===== config.mk =====
export PLATFORM = sky130hd
export DESIGN_NAME = sorted_insert_flat
export DESIGN_NICKNAME = d
export VERILOG_FILES = /design/src/rtl/sorted_insert_if.sv /design/src/rtl/sorted_insert.sv /design/src/flat_wrapper.sv
export SDC_FILE = /design/constraint.sdc
export NUM_CORES = 1
export LEC_CHECK = 0
export CAP_MARGIN = 30
export CELL_PAD_IN_SITES_DETAIL_PLACEMENT = 0
export CELL_PAD_IN_SITES_GLOBAL_PLACEMENT = 1
export CORE_MARGIN = 1.5
export CORE_UTILIZATION = 41
export CTS_BUF_LIST = sky130_fd_sc_hd__clkbuf_8
export DETAILED_ROUTE_END_ITERATION = 6
export PLACE_DENSITY_LB_ADDON = 0.1
export SYNTH_ARGS = -nofsm -noshare
export SYNTH_HDL_FRONTEND = slang
export SYNTH_SLANG_ARGS = --single-unit

===== constraint.sdc =====
create_clock -name clk -period 6.9 [get_ports clk]
set_clock_uncertainty 0.15 [all_clocks]
set_input_delay 1.38 -clock clk [delete_from_list [all_inputs] [get_ports clk]]
set_output_delay 1.38 -clock clk [all_outputs]
set_load 0.005 [all_outputs]

===== src/rtl/sorted_insert_if.sv =====
// Request/status and external-RAM signals for the sorted_insert engine.
// The engine attaches through the slave modport; the requester and RAM sit on the master side.
interface sorted_insert_if #(
  parameter int DATA_WIDTH = 8,
  parameter int ADDR_WIDTH = 5
);
  logic                  s;
  logic                  clr;
  logic [DATA_WIDTH-1:0] data_in;
  logic [DATA_WIDTH-1:0] ram_rdata;
  logic [ADDR_WIDTH-1:0] ram_addr;
  logic [DATA_WIDTH-1:0] ram_wdata;
  logic                  ram_wren;
  logic [ADDR_WIDTH:0]   count;
  logic                  busy;
  logic                  done;
  logic                  full;

  modport slave (
    input  s, clr, data_in, ram_rdata,
    output ram_addr, ram_wdata, ram_wren, count, busy, done, full
  );

  modport master (
    output s, clr, data_in, ram_rdata,
    input  ram_addr, ram_wdata, ram_wren, count, busy, done, full
  );
endinterface


===== src/rtl/sorted_insert.sv =====
// One insertion-sort step into an external synchronous-read RAM: scan down from the top,
// shift larger entries up one slot, then drop the new value into the gap.
module sorted_insert #(
  parameter int DATA_WIDTH = 8,
  parameter int ADDR_WIDTH = 5
) (
  input  logic            clk,
  input  logic            reset,
  sorted_insert_if.slave  bus
);
  localparam int                  N       = 1 << ADDR_WIDTH;
  localparam logic [ADDR_WIDTH:0] CNT_N   = (ADDR_WIDTH + 1)'(N);
  localparam logic [ADDR_WIDTH:0] CNT_ONE = (ADDR_WIDTH + 1)'(1);

  typedef enum logic [2:0] {IDLE, READ, CMP, WRITE, DONE} state_t;

  state_t                r_state, w_state_nxt;
  logic [DATA_WIDTH-1:0] r_a, w_a_nxt;
  logic [ADDR_WIDTH:0]   r_i, w_i_nxt;
  logic [ADDR_WIDTH:0]   r_count, w_count_nxt;
  logic                  r_rej, w_rej_nxt;

  logic [ADDR_WIDTH:0]   w_i_m1;
  logic [ADDR_WIDTH-1:0] w_addr;
  logic [DATA_WIDTH-1:0] w_wdata;
  logic                  w_wren;

  assign w_i_m1 = r_i - CNT_ONE;

  always_ff @(posedge clk or negedge reset) begin
    if (!reset) begin
      r_state <= IDLE;
      r_a     <= '0;
      r_i     <= '0;
      r_count <= '0;
      r_rej   <= 1'b0;
    end else begin
      r_state <= w_state_nxt;
      r_a     <= w_a_nxt;
      r_i     <= w_i_nxt;
      r_count <= w_count_nxt;
      r_rej   <= w_rej_nxt;
    end
  end

  always_comb begin
    w_state_nxt = r_state;
    w_a_nxt     = r_a;
    w_i_nxt     = r_i;
    w_count_nxt = r_count;
    w_rej_nxt   = r_rej;
    w_addr      = '0;
    w_wdata     = r_a;
    w_wren      = 1'b0;

    case (r_state)
      IDLE: begin
        w_a_nxt = bus.data_in;
        if (bus.clr && !bus.s) begin
          w_count_nxt = '0;
        end
        if (bus.s) begin
          if (r_count == CNT_N) begin
            w_rej_nxt   = 1'b1;
            w_state_nxt = DONE;
          end else if (r_count == '0) begin
            w_i_nxt     = '0;
            w_state_nxt = WRITE;
          end else begin
            w_i_nxt     = r_count;
            w_rej_nxt   = 1'b0;
            w_state_nxt = READ;
          end
        end
      end

      READ: begin
        w_addr      = w_i_m1[ADDR_WIDTH-1:0];
        w_state_nxt = CMP;
      end

      // Strict greater-than: an equal entry stops the scan, keeping duplicates in arrival order.
      CMP: begin
        if (bus.ram_rdata > r_a) begin
          w_addr      = r_i[ADDR_WIDTH-1:0];
          w_wdata     = bus.ram_rdata;
          w_wren      = 1'b1;
          w_i_nxt     = w_i_m1;
          w_state_nxt = (w_i_m1 == '0) ? WRITE : READ;
        end else begin
          w_state_nxt = WRITE;
        end
      end

      WRITE: begin
        w_addr      = r_i[ADDR_WIDTH-1:0];
        w_wdata     = r_a;
        w_wren      = 1'b1;
        w_count_nxt = r_count + CNT_ONE;
        w_rej_nxt   = 1'b0;
        w_state_nxt = DONE;
      end

      DONE: begin
        if (!bus.s) begin
          w_state_nxt = IDLE;
        end
      end

      default: w_state_nxt = IDLE;
    endcase
  end

  assign bus.ram_addr  = w_addr;
  assign bus.ram_wdata = w_wdata;
  assign bus.ram_wren  = w_wren;
  assign bus.count     = r_count;
  assign bus.busy      = (r_state == READ) || (r_state == CMP) || (r_state == WRITE);
  assign bus.done      = (r_state == DONE);
  assign bus.full      = (r_state == DONE) && r_rej;
endmodule


===== src/flat_wrapper.sv =====
// flat-port wrapper written by rule: the top's interface ports become plain ports
module sorted_insert_flat 
#(
  parameter int DATA_WIDTH = 8,
  parameter int ADDR_WIDTH = 5
)
  (clk, reset, bus_s, bus_clr, bus_data_in, bus_ram_rdata, bus_ram_addr, bus_ram_wdata, bus_ram_wren, bus_count, bus_busy, bus_done, bus_full);
  sorted_insert_if #(.DATA_WIDTH(DATA_WIDTH), .ADDR_WIDTH(ADDR_WIDTH)) bus_i ();
  input  logic clk;
  input  logic reset;
  input wire logic [$bits(bus_i.s)-1:0] bus_s;
  input wire logic [$bits(bus_i.clr)-1:0] bus_clr;
  input wire logic [$bits(bus_i.data_in)-1:0] bus_data_in;
  input wire logic [$bits(bus_i.ram_rdata)-1:0] bus_ram_rdata;
  output wire logic [$bits(bus_i.ram_addr)-1:0] bus_ram_addr;
  output wire logic [$bits(bus_i.ram_wdata)-1:0] bus_ram_wdata;
  output wire logic [$bits(bus_i.ram_wren)-1:0] bus_ram_wren;
  output wire logic [$bits(bus_i.count)-1:0] bus_count;
  output wire logic [$bits(bus_i.busy)-1:0] bus_busy;
  output wire logic [$bits(bus_i.done)-1:0] bus_done;
  output wire logic [$bits(bus_i.full)-1:0] bus_full;
  assign bus_i.s = bus_s;
  assign bus_i.clr = bus_clr;
  assign bus_i.data_in = bus_data_in;
  assign bus_i.ram_rdata = bus_ram_rdata;
  assign bus_ram_addr = bus_i.ram_addr;
  assign bus_ram_wdata = bus_i.ram_wdata;
  assign bus_ram_wren = bus_i.ram_wren;
  assign bus_count = bus_i.count;
  assign bus_busy = bus_i.busy;
  assign bus_done = bus_i.done;
  assign bus_full = bus_i.full;
  sorted_insert #(.DATA_WIDTH(DATA_WIDTH), .ADDR_WIDTH(ADDR_WIDTH)) u_core (.clk(clk), .reset(reset), .bus(bus_i));
endmodule

# After elaboration in Yosys (flattened, before gate mapping)
# Cells that the tools add are included.
totals:
  ff_bits: 24
  latch_bits: 0
  mem_bits_rw: 0
  romBits: 0
  wordCells: 57
  mem_count: 0
op_classes:
  add_sub_neg: 2
  n_mul: 0
  div: 0
  order_cmp: 1
  eq_ne: 11
  shifts: 0
  mux: 24
  bitwise: 0
  n_reduce_logical: 14
op_table:
  columns: ["op", "count"]
  rows:
  - ["6-bit two-way mux", 5]
  - ["6-bit case mux with 2 select lines", 2]
  - ["8-bit two-way mux", 2]
  - ["3-bit case mux with 5 select lines", 1]
  - ["5-bit case mux with 3 select lines", 1]
  - ["6-bit zero test", 2]
  - ["3-bit two-way mux", 4]
  - ["8-bit > comparator", 1]
  - ["6-bit by 1-bit adder with 6-bit output (second input constant)", 1]
  - ["3-bit by 2-bit equality test with 1-bit output (second input constant)", 2]
  - ["6-bit equality test (second input constant)", 1]
  - ["2-bit != test (second input constant)", 3]
  - ["6-bit by 1-bit subtractor with 6-bit output (second input constant)", 1]
  - ["5-bit two-way mux", 1]
  - ["1-bit two-way mux", 4]
  - ["2-bit two-way mux", 2]
  - ["2-bit by 1-bit != test with 1-bit output (second input constant)", 2]
  - ["1-bit case mux with 2 select lines", 2]
  - ["2-bit AND reduction", 2]
  - ["4-bit AND reduction", 1]
  - ["2-bit nonzero test", 2]
  - ["3-bit by 1-bit equality test with 1-bit output (second input constant)", 1]
  - ["3-bit equality test (second input constant)", 1]
  - ["3-bit zero test", 1]
  - ["5 further kinds", 7]

# Logic depth before layout (Yosys ltp)
# Gate-level depths: netlist of run 1.
depth:
  depth_word: 5
  mapped_depth: 9
  ltp_nobuf: 7

# Worst setup path after synthesis of run 1
# OpenSTA, ideal clock, no wires.
synth_path:
  kind: "input-to-output"
  start: "input bus_ram_rdata[2]"
  end: "output bus_ram_wdata[0]"
  arrival_time_ps: 2808
  required_ps: 5370
  setup_slack_ps: 2562
  cell_stages: 6
  n_path_buf: 0
  path_cell_list: "ha_1 > and4_1 > or3_4 > a21oi_4 > nor2_1 > mux2_1"
synth_via:
  elab_chain_len: 3
synth_lines:
  columns: ["item", "line", "rtl"]
  rows:
  - ["start, declared", "flat_wrapper.sv:14", "input wire logic [$bits(bus_i.ram_rdata)-1:0] bus_ram_rdata;"]
  - ["8-bit > comparator", "sorted_insert.sv:84", "if (bus.ram_rdata > r_a) begin"]
  - ["8-bit two-way mux", "sorted_insert.sv:84", null]
  - ["8-bit two-way mux", "sorted_insert.sv:56", "case (r_state)"]
  - ["end, declared", "flat_wrapper.sv:16", "output wire logic [$bits(bus_i.ram_wdata)-1:0] bus_ram_wdata;"]
# Every way passes these cells.

# Worst setup path in the final report of run 1
layout_path:
  start: "input bus_ram_rdata[2]"
  end: "output bus_ram_wdata[4]"
# Same word-level chain as after synthesis.

==> results of run 1 <==
[tightest hold or removal path, stage by stage (launching register included)]
cell,delay [ns]
dfrtp_1,0.35
a21oi_1,0.04
nor2_1,0.08
[final timing paths]
| kind | startpoint | end | cells after the start |
|---|---|---|---|
| worst min register to register | u_core.r_rej | u_core.r_rej | 2 |
| worst max register to register | u_core.r_state[2] | u_core.r_i[3] | 5 |
| worst max-delay path | bus_ram_rdata[2] | bus_ram_wdata[4] | 8 |
| worst min-delay path | u_core.r_rej | u_core.r_rej | 2 |
| min in group asynchronous | reset | u_core.r_i[2] | 2 |
| max in group asynchronous | reset | u_core.r_i[5] | 2 |
[registers in the layout, summed over array words and instances (netlist names)]
name and count:
u_core.r_a 8, u_core.r_rej 1, u_core.r_i 6, u_core.r_state 3, u_core.bus.count 6
[through the flow]
step / hold slack, ns / area, um2
after floorplan: 0.305 / 1880
after global placement: 0.332 / 2300
after detailed placement: 0.344 / 2300
after CTS: 0.366 / 2370
after global routing: 0.409 / 2370
final: 0.361 / 2370
[cells by family after synthesis]
| family | count (synthesis) |
|---|---|
| AO/OA/AOI/OAI | 77 |
| XOR/XNOR | 2 |
| adder cells (fa/ha/maj) | 12 |
| buffers and inverters | 30 |
| flip-flops | 24 |
| multiplexers | 3 |
| AND/OR/NAND/NOR | 84 |
[synthesized netlist by cell type, types with 3 or more instances]
| cell type | number |
|---|---|
| buf_4 | 3 |
| o31ai_1 | 8 |
| nor3b_1 | 3 |
| nor2b_1 | 4 |
| nor4_1 | 3 |
| nand4_1 | 4 |
| or3_1 | 3 |
| a21oi_1 | 12 |
| nand3_1 | 4 |
| o21ai_0 | 35 |
| and2_1 | 3 |
| buf_2 | 3 |
| clkbuf_1 | 8 |
| dfrtp_1 | 24 |
| inv_1 | 14 |
| and3_1 | 5 |
| nand2b_1 | 3 |
| nor3_1 | 8 |
| ha_1 | 12 |
| nor2_1 | 11 |
| nand2_1 | 24 |
[metal layers]
metal | share of wire [%] | track usage, %
met1 | 49 | 29.0
met2 | 45 | 32.2
met3 | 4.9 | 3.56
met4 | 0.27 | 2.52
met5 | 0 | 0
[report_power, final]
group	switching, mW	internal (mW)
Sequential	0.0800	0.198
Clock	0.0485	0.0776
Combinational	0.323	0.317
[cell type report]
class | instances | area [um2]
tap | 52 | 65.1
sequential | 24 | 601
multi-input combinational | 178 | 1150
inverter | 14 | 52.6
clock buffer | 3 | 41.3
timing repair buffer | 44 | 435
clock inverter | 1 | 30.0
fill | 440 | 2010
==> impl_metrics.toml, run 1 <==
[status]
status = "completed"

[pwr]
leakagePower_nw = 0.992
p_per_area_nw_per_um2 = 440
total_power_mw = 1.04
peakVddDrop_v = 0.000198

[synth]
synth-compound-area-share_pct = 25.5
ys.flop_type = "dfrtp_1"
syn-num-nets = 264
yosysTopAreaCell = "dfrtp_1"
seq_area_frac_synth_pct = 31.9
ys_async_sr_fraction_pct = 100
synthSimpleGateAreaFrac_pct = 24.4
post-synth-top-area-fraction_pct = 31.9
synth_cells = 232
ys_seq_elements = 24
yosysWarningCount = 0
synthAdderAreaFrac_pct = 7.98
syn_area_um2 = 1880
yosysUniqueCellTypes = 51
synth_area_leaders = "dfrtp_1, o21ai_0, ha_1"
synth_xor_area_share_pct = 0.931
synth_area_per_cell_um2 = 8.11
synth_top_family_by_area = "compound AO/OA/AOI/OAI gates"
muxShareOfSynthArea_pct = 1.99
synth_edf_count = 0

[setup_path]
critPathBufInv = 2
critPathLaunchType = "primary input"
critical_path.endpoint_type = "output pin"
crit_top_cell = "clkdlybuf4s50_1"
r2r_setup_slack_ns = 4.12
critPathKind = "in -> out"
crit_chain = "clkdlybuf4s50_1 -> ha_1 -> and4_1 -> or3_4 -> a21oi_4 -> or2_1 -> o21ai_0 -> clkdlybuf4s50_1"
max_stage_delay_ns = 0.47
cp_slowest_cell = "clkdlybuf4s50_1"
path_max_fanout = 16
crit_arrival_ns = 4.01
critPathRequiredTime_ns = 5.37
critPathTopFamily = "simple AND/OR/NAND/NOR gates"

[flow_run]
maxCapViolations = 0

[die]
fp-row-count = 24
core-area_um2 = 4380
fp.dieH_um = 70.7
io_pins = 43
initial_core_util_pct = 42.9
die-area_um2 = 5000
fp.dieW_um = 70.7

[drt]
ant_nets = 0
drt_pre_antenna_iters = 4
drc_errors = 0
wl_per_cell_um = 15.4
vias = 1874
viasPerCell = 5.93
wirelength_mm = 4.85
dr.first_iter.drc_count = 131

[sta]
rsz0062_at_grt = "no"
slew_viol_final = 0
fin_crit_ns = 5.54
hold_viol = 0
fin_ws_ns = 1.36
setup_viol_count_final = 0
max_clock_freq_mhz = 181
max_slew.worst_pin.slew_ns = 0.714
max-slew-margin-rel_pct = 52.3
setup_tns_ns = 0
finalCritPeriodShare_pct = 80.3

[cells_and_area]
final_cells = 316
final_core_util_pct = 54.2
num-nets-final = 297
drive_gt1_share_pct = 5.68
diodes = 0
syn2layout_area_growth_pct = 26.2
mostFrequentLayoutCell = "clkdlybuf4s50_1"
layout_common_cells = "clkdlybuf4s50_1, o21ai_0, nand2_1, dfrtp_1, inv_1"

[placed_design]
numPortBuffers = 42
dpl_worst_slack_ns = 1.33
dp_hpwl_mm = 3.60
dp_cells = 312
gp_congestion = 0.832

[clock_tree]
cts_max_path_buffers = 2
cts_hold_buf = 0
htree_levels = 1
clk_latency_ns = 0.27
cts_tree = "done"
cts-root-buf = "clkbuf_8"
clk_pin_slew_ns = 0.09
cts_resized = 0
postCtsSetupBuffers = 0
cts.sinks = 24
cts_buffers = 3

[min_path]
hp-class = "reg -> reg"

[global_routing]
grt_max_degree = 25
overflow = 0
grt_pass1_wl_mm = 8.22
grt_pass1_vias = 1697
grtUsageTotal_pct = 20.0
antenna_found_initial = 0
Note: power is estimated with default switching activity, not from simulation.
==> run 2, diff against run 1 <==
--- a/config.mk
+++ b/config.mk
@@ -9,7 +9,7 @@
 export CELL_PAD_IN_SITES_DETAIL_PLACEMENT = 0
 export CELL_PAD_IN_SITES_GLOBAL_PLACEMENT = 1
 export CORE_MARGIN = 1.5
-export CORE_UTILIZATION = 41
+export CORE_UTILIZATION = 34
 export CTS_BUF_LIST = sky130_fd_sc_hd__clkbuf_8
 export DETAILED_ROUTE_END_ITERATION = 6
 export PLACE_DENSITY_LB_ADDON = 0.1
==> constraint.sdc (replaced) <==
create_clock -name clk -period 4.5 [get_ports clk]
set_clock_uncertainty 0.15 [all_clocks]
set_input_delay 0.9 -clock clk [delete_from_list [all_inputs] [get_ports clk]]
set_output_delay 0.9 -clock clk [all_outputs]
set_load 0.005 [all_outputs]
==> run 2 against run 1 <==
Effect of this change: worst setup slack got worse by 1.2 ns; critical path depth unchanged; critical endpoint is now bus_ram_wdata[0]; hold slack lost 0.0031 ns; core utilization down 6.4 points; highest routed layer unchanged; clock power increased by 19%; non-clock buffer count rose by 11.
==> impl_metrics.toml, run 2 (same netlist as run 1, synthesis figures left out) <==
[setup_path]
critPathKind = "in -> out"
r2r_setup_slack_ns = 2.06
critPathLaunchType = "primary input"
reg2reg_from = "u_core.r_a[7]"
rr_endpoint = "u_core.r_i[1]"
critPathRequiredTime_ns = 3.45
ff2ff_path_depth = 8
critical_path.endpoint_type = "output pin"
crit_arrival_ns = 3.27
path_max_fanout = 6

[cells_and_area]
layout.area.seq_um2 = 601
layout_common_cells = "clkdlybuf4s50_1, o21ai_0, nand2_1, dfrtp_1, inv_1"
diodes = 0
drive_gt1_share_pct = 9.82
mostFrequentLayoutCell = "clkdlybuf4s50_1"
multi_input_area_um2 = 1150
num-nets-final = 308
largest-register = "u_core.r_a"
syn2layout_area_growth_pct = 32.1
fillers = 547
largest_reg_flops = 8

[clock_tree]
clk_latency_ns = 0.27
cts_max_path_buffers = 2
cts_tree = "done"
cts-root-buf = "clkbuf_8"
cts_buffers = 3
cts_hold_buf = 0
clk_pin_slew_ns = 0.08
htree_levels = 1
cts.sinks = 24

[die]
die-area_um2 = 5990
initial_core_util_pct = 36.2
fp.dieW_um = 77.4
core-area_um2 = 5200
fp-row-count = 26
io_pins = 43
fp.dieH_um = 77.4

[pwr]
peakVddDrop_v = 0.000330
leakagePower_nw = 1.05
p_per_area_nw_per_um2 = 650

[sta]
finalCritPeriodShare_pct = 96.1
hold_viol = 0
max_clock_freq_mhz = 231
slew_viol_final = 0
rsz0062_at_grt = "no"
hold-worst-slack_ns = 0.358
fin_crit_ns = 4.32
max_slew.worst_pin.slew_ns = 0.493
setup_tns_ns = 0
setup_viol_count_final = 0
max-slew-margin-rel_pct = 67.0

[global_routing]
grtUsageTotal_pct = 17.8
grt_pass1_vias = 1677
grt_max_degree = 23
overflow = 0
antenna_found_initial = 0
grt_pass1_wl_mm = 8.62

[drt]
dr.first_iter.drc_count = 94
wl_met1_mm = 2.55
viasPerCell = 5.24
wl_met3_um = 132
dr_wl_met2_mm = 2.39
vias = 1808
wl_per_cell_um = 14.8
routed.top_layer = "met4"
wirelength_mm = 5.09
drc_errors = 0
ant_nets = 0
drt_pre_antenna_iters = 4

[min_path]
hold_start = "u_core.r_rej"
holdPathEnd = "u_core.r_rej"
hold_depth = 2
hp-class = "reg -> reg"

[placed_design]
gp_congestion = 0.770
numPortBuffers = 42
dp_hpwl_mm = 3.88

[status]
status = "completed"

[flow_run]
maxCapViolations = 0
## run 2: final cells by class
class	instances	area share [%]
clock buffers	4	2.21
inverters	14	2.11
multi-input cells	178	46.4
flip-flops and latches	24	24.2
well taps	70	3.52
repair buffers	55	21.6
## run 2: report_power, final
| part | internal (mW) | leakage, nW | switching [mW] | total, mW |
|---|---|---|---|---|
| combinational | 0.531 | 0.712 | 0.521 | 1.05 |
| sequential | 0.303 | 0.308 | 0.110 | 0.414 |
| clock | 0.0782 | 0.0288 | 0.0714 | 0.150 |
| total | 0.913 | 1.05 | 0.702 | 1.61 |
## run 2: worst max-delay path: stages
cell and delay [ns]:
clkdlybuf4s50_1 0.43, ha_1 0.33, and4_1 0.20, or3_4 0.37
a21oi_4 0.19, nor2_1 0.10, mux2_1 0.31, clkdlybuf4s50_1 0.44
## run 2: how the worst max path moves through the flow
stage	slack, ns	end	from
floorplan	1.12	bus_ram_wdata[0]	bus_ram_rdata[2]
global placement	0.15	bus_ram_wdata[3]	bus_ram_rdata[0]
detailed placement	0.14	bus_ram_wdata[1]	bus_ram_rdata[3]
CTS	0.11	bus_ram_wdata[1]	bus_ram_rdata[0]
global route	0.02	bus_ram_wdata[5]	bus_ram_rdata[7]
finish	0.18	bus_ram_wdata[0]	bus_ram_rdata[3]
## run 2: through the flow
step | setup WS (ns) | instance area [um2] | cells | util, % | power (mW)
final | 0.176 | 2490 | 345 | 47.8 | 1.61
after global routing | 0.0199 | 2490 | 345 | 47.8 | 1.78
after CTS | 0.115 | 2480 | 344 | 47.6 | 1.62
after detailed placement | 0.145 | 2420 | 340 | 46.5 | 1.47
after global placement | 0.151 | 2390 | 339 | 46.0 | 1.47
after floorplan | 1.12 | 1880 | 232 | - | 1.05
## run 2: routing by layer
layer  vias to the layer above  global-route usage (%)
met1                       839                    26.6
met5                         -                       0
met2                        25                    27.9
met3                         2                    2.59
li1                        942                       -
met4                         0                    2.18
## run 2: repair_timing
action,4_1_cts,5_1_grt
resized for setup,0,2
buffers inserted,0,1
endpoints found under the setup margin,0,5
==> run 3, diff against run 2 <==
--- a/config.mk
+++ b/config.mk
@@ -13,6 +13,7 @@
 export CTS_BUF_LIST = sky130_fd_sc_hd__clkbuf_8
 export DETAILED_ROUTE_END_ITERATION = 6
 export PLACE_DENSITY_LB_ADDON = 0.1
+export REMOVE_ABC_BUFFERS = 1
 export SYNTH_ARGS = -nofsm -noshare
 export SYNTH_HDL_FRONTEND = slang
 export SYNTH_SLANG_ARGS = --single-unit
==> run 3 against run 2 <==
Effect of this change: count of clock-buffer cells in the layout down 1; via count up 0.39%; non-clock buffer count shrank 4; sequential share of layout area grew 0.33 points; highest routed layer unchanged; largest power group unchanged; flip-flop and latch count is the same; critical path type unchanged.
==> impl_metrics.toml, run 3 (same netlist as run 1, synthesis figures left out) <==
[sta]
max_clock_freq_mhz = 230
setup_viol_count_final = 0
rsz0062_at_grt = "no"
hold_viol = 0
setup_tns_ns = 0
slew_viol_final = 0
max-slew-margin-rel_pct = 69.0
fin_ws_ns = 0.146
fin_crit_ns = 4.35
max_slew.worst_pin.slew_ns = 0.464
finalCritPeriodShare_pct = 96.7

[cells_and_area]
final_core_util_pct = 47.1
design_area_um2 = 2450
mostFrequentLayoutCell = "clkdlybuf4s50_1"
largest-register = "u_core.r_a"
drive_gt1_share_pct = 8.49
fillers = 552
num-nets-final = 304
largest_reg_flops = 8
layout_common_cells = "clkdlybuf4s50_1, o21ai_0, nand2_1, dfrtp_1, inv_1"
syn2layout_area_growth_pct = 30.3
diodes = 0

[min_path]
hp-class = "reg -> reg"

[die]
fp-row-count = 26
core-area_um2 = 5200
fp.dieW_um = 77.4
fp.dieH_um = 77.4
io_pins = 43
initial_core_util_pct = 36.2
die-area_um2 = 5990

[setup_path]
crit_arrival_ns = 3.30
critPathLaunchType = "primary input"
critPathRequiredTime_ns = 3.45
crit_chain = "clkdlybuf4s50_1 -> ha_1 -> nand4_1 -> or3_4 -> a21oi_4 -> buf_4 -> o21ai_0 -> o21ai_0 -> clkdlybuf4s50_1"
max_stage_delay_ns = 0.53
critical_path.endpoint_type = "output pin"
critPathKind = "in -> out"
critPathBufInv = 3
cp_slowest_cell = "clkdlybuf4s50_1"
path_max_fanout = 6
critPathTopFamily = "buffers and inverters"

[pwr]
p_per_area_nw_per_um2 = 670
leakagePower_nw = 1.03
peakVddDrop_v = 0.000202
total_power_mw = 1.64

[clock_tree]
cts_max_path_buffers = 2
clk_pin_slew_ns = 0.10
cts_tree = "done"
postCtsSetupBuffers = 0
clk_latency_ns = 0.27
htree_levels = 1
cts_buffers = 3
cts.sinks = 24
cts-root-buf = "clkbuf_8"

[drt]
wirelength_mm = 5.06
wl_per_cell_um = 14.8
drt_pre_antenna_iters = 6
drc_errors = 0
viasPerCell = 5.32
dr.first_iter.drc_count = 118
ant_nets = 0
vias = 1815

[global_routing]
grt_pass1_vias = 1776
grt_max_degree = 25
overflow = 0
grtUsageTotal_pct = 18.2
antenna_found_initial = 0
grt_pass1_wl_mm = 8.80

[placed_design]
dp_hpwl_mm = 3.78
gp_congestion = 0.817
numPortBuffers = 42
dpl_worst_slack_ns = 0.150
placed_cell_area_um2 = 2380

[flow_run]
maxCapViolations = 0

[status]
status = "completed"
[run 3: stage by stage]
step,hold slack [ns],std cells
2_1_floorplan,0.305,216
3_3_place_gp,0.332,337
3_5_place_dp,0.334,337
4_1_cts,0.358,341
5_1_grt,0.426,341
6_report,0.355,341
[run 3: area by class of cell]
cell class / instances / area [um2] / share of cell area, %
flip-flops and latches: 24 / 601 / 24.5
multi-input cells: 178 / 1150 / 47.0
repair buffers: 51 / 488 / 19.9
clock inverters: 1 / 30.0 / 1.22
well taps: 70 / 87.6 / 3.57
clock buffers: 3 / 41.3 / 1.68
inverters: 14 / 52.6 / 2.14
[run 3: worst register-to-register path, stage by stage (launching register included)]
cell,delay [ns]
dfrtp_1,0.49
or3b_1,0.60
or3_4,0.41
a21oi_4,0.18
buf_4,0.16
buf_4,0.14
o31ai_1,0.12
mux2_4,0.31
[run 3: repair_timing]
action,4_1_cts,5_1_grt
endpoints found under the setup margin,0,1
endpoints found under the hold margin,0,0
gates resized for setup,0,2
hold buffers,0,0
[run 3: final timing paths]
check | slack, ns | cells past startpoint | from | endpoint
max reg2reg | 1.83 | 7 | u_core.r_state[0] | u_core.r_i[1]
min in group asynchronous | 0.83 | 2 | reset | u_core.bus.count[2]
min reg2reg | 0.35 | 2 | u_core.r_rej | u_core.r_rej
max | 0.15 | 9 | bus_ram_rdata[7] | bus_ram_wdata[5]
min | 0.35 | 2 | u_core.r_rej | u_core.r_rej
max in group asynchronous | 3.12 | 2 | reset | u_core.r_a[6]
[run 3: power by group]
part	switching [mW]	internal, mW
sequential	0.103	0.304
combinational	0.532	0.513
clock	0.0743	0.119
[run 3: routing by layer]
layer | share of wire, % | global-route usage, % | routed length [um] | vias up
met5 | 0 | 0 | 0 | -
met4 | 0.47 | 4.18 | 24 | 0
met3 | 1.9 | 1.65 | 98 | 2
met2 | 45 | 29.7 | 2300 | 25
met1 | 52 | 26.1 | 2640 | 867
li1 | - | - | - | 921
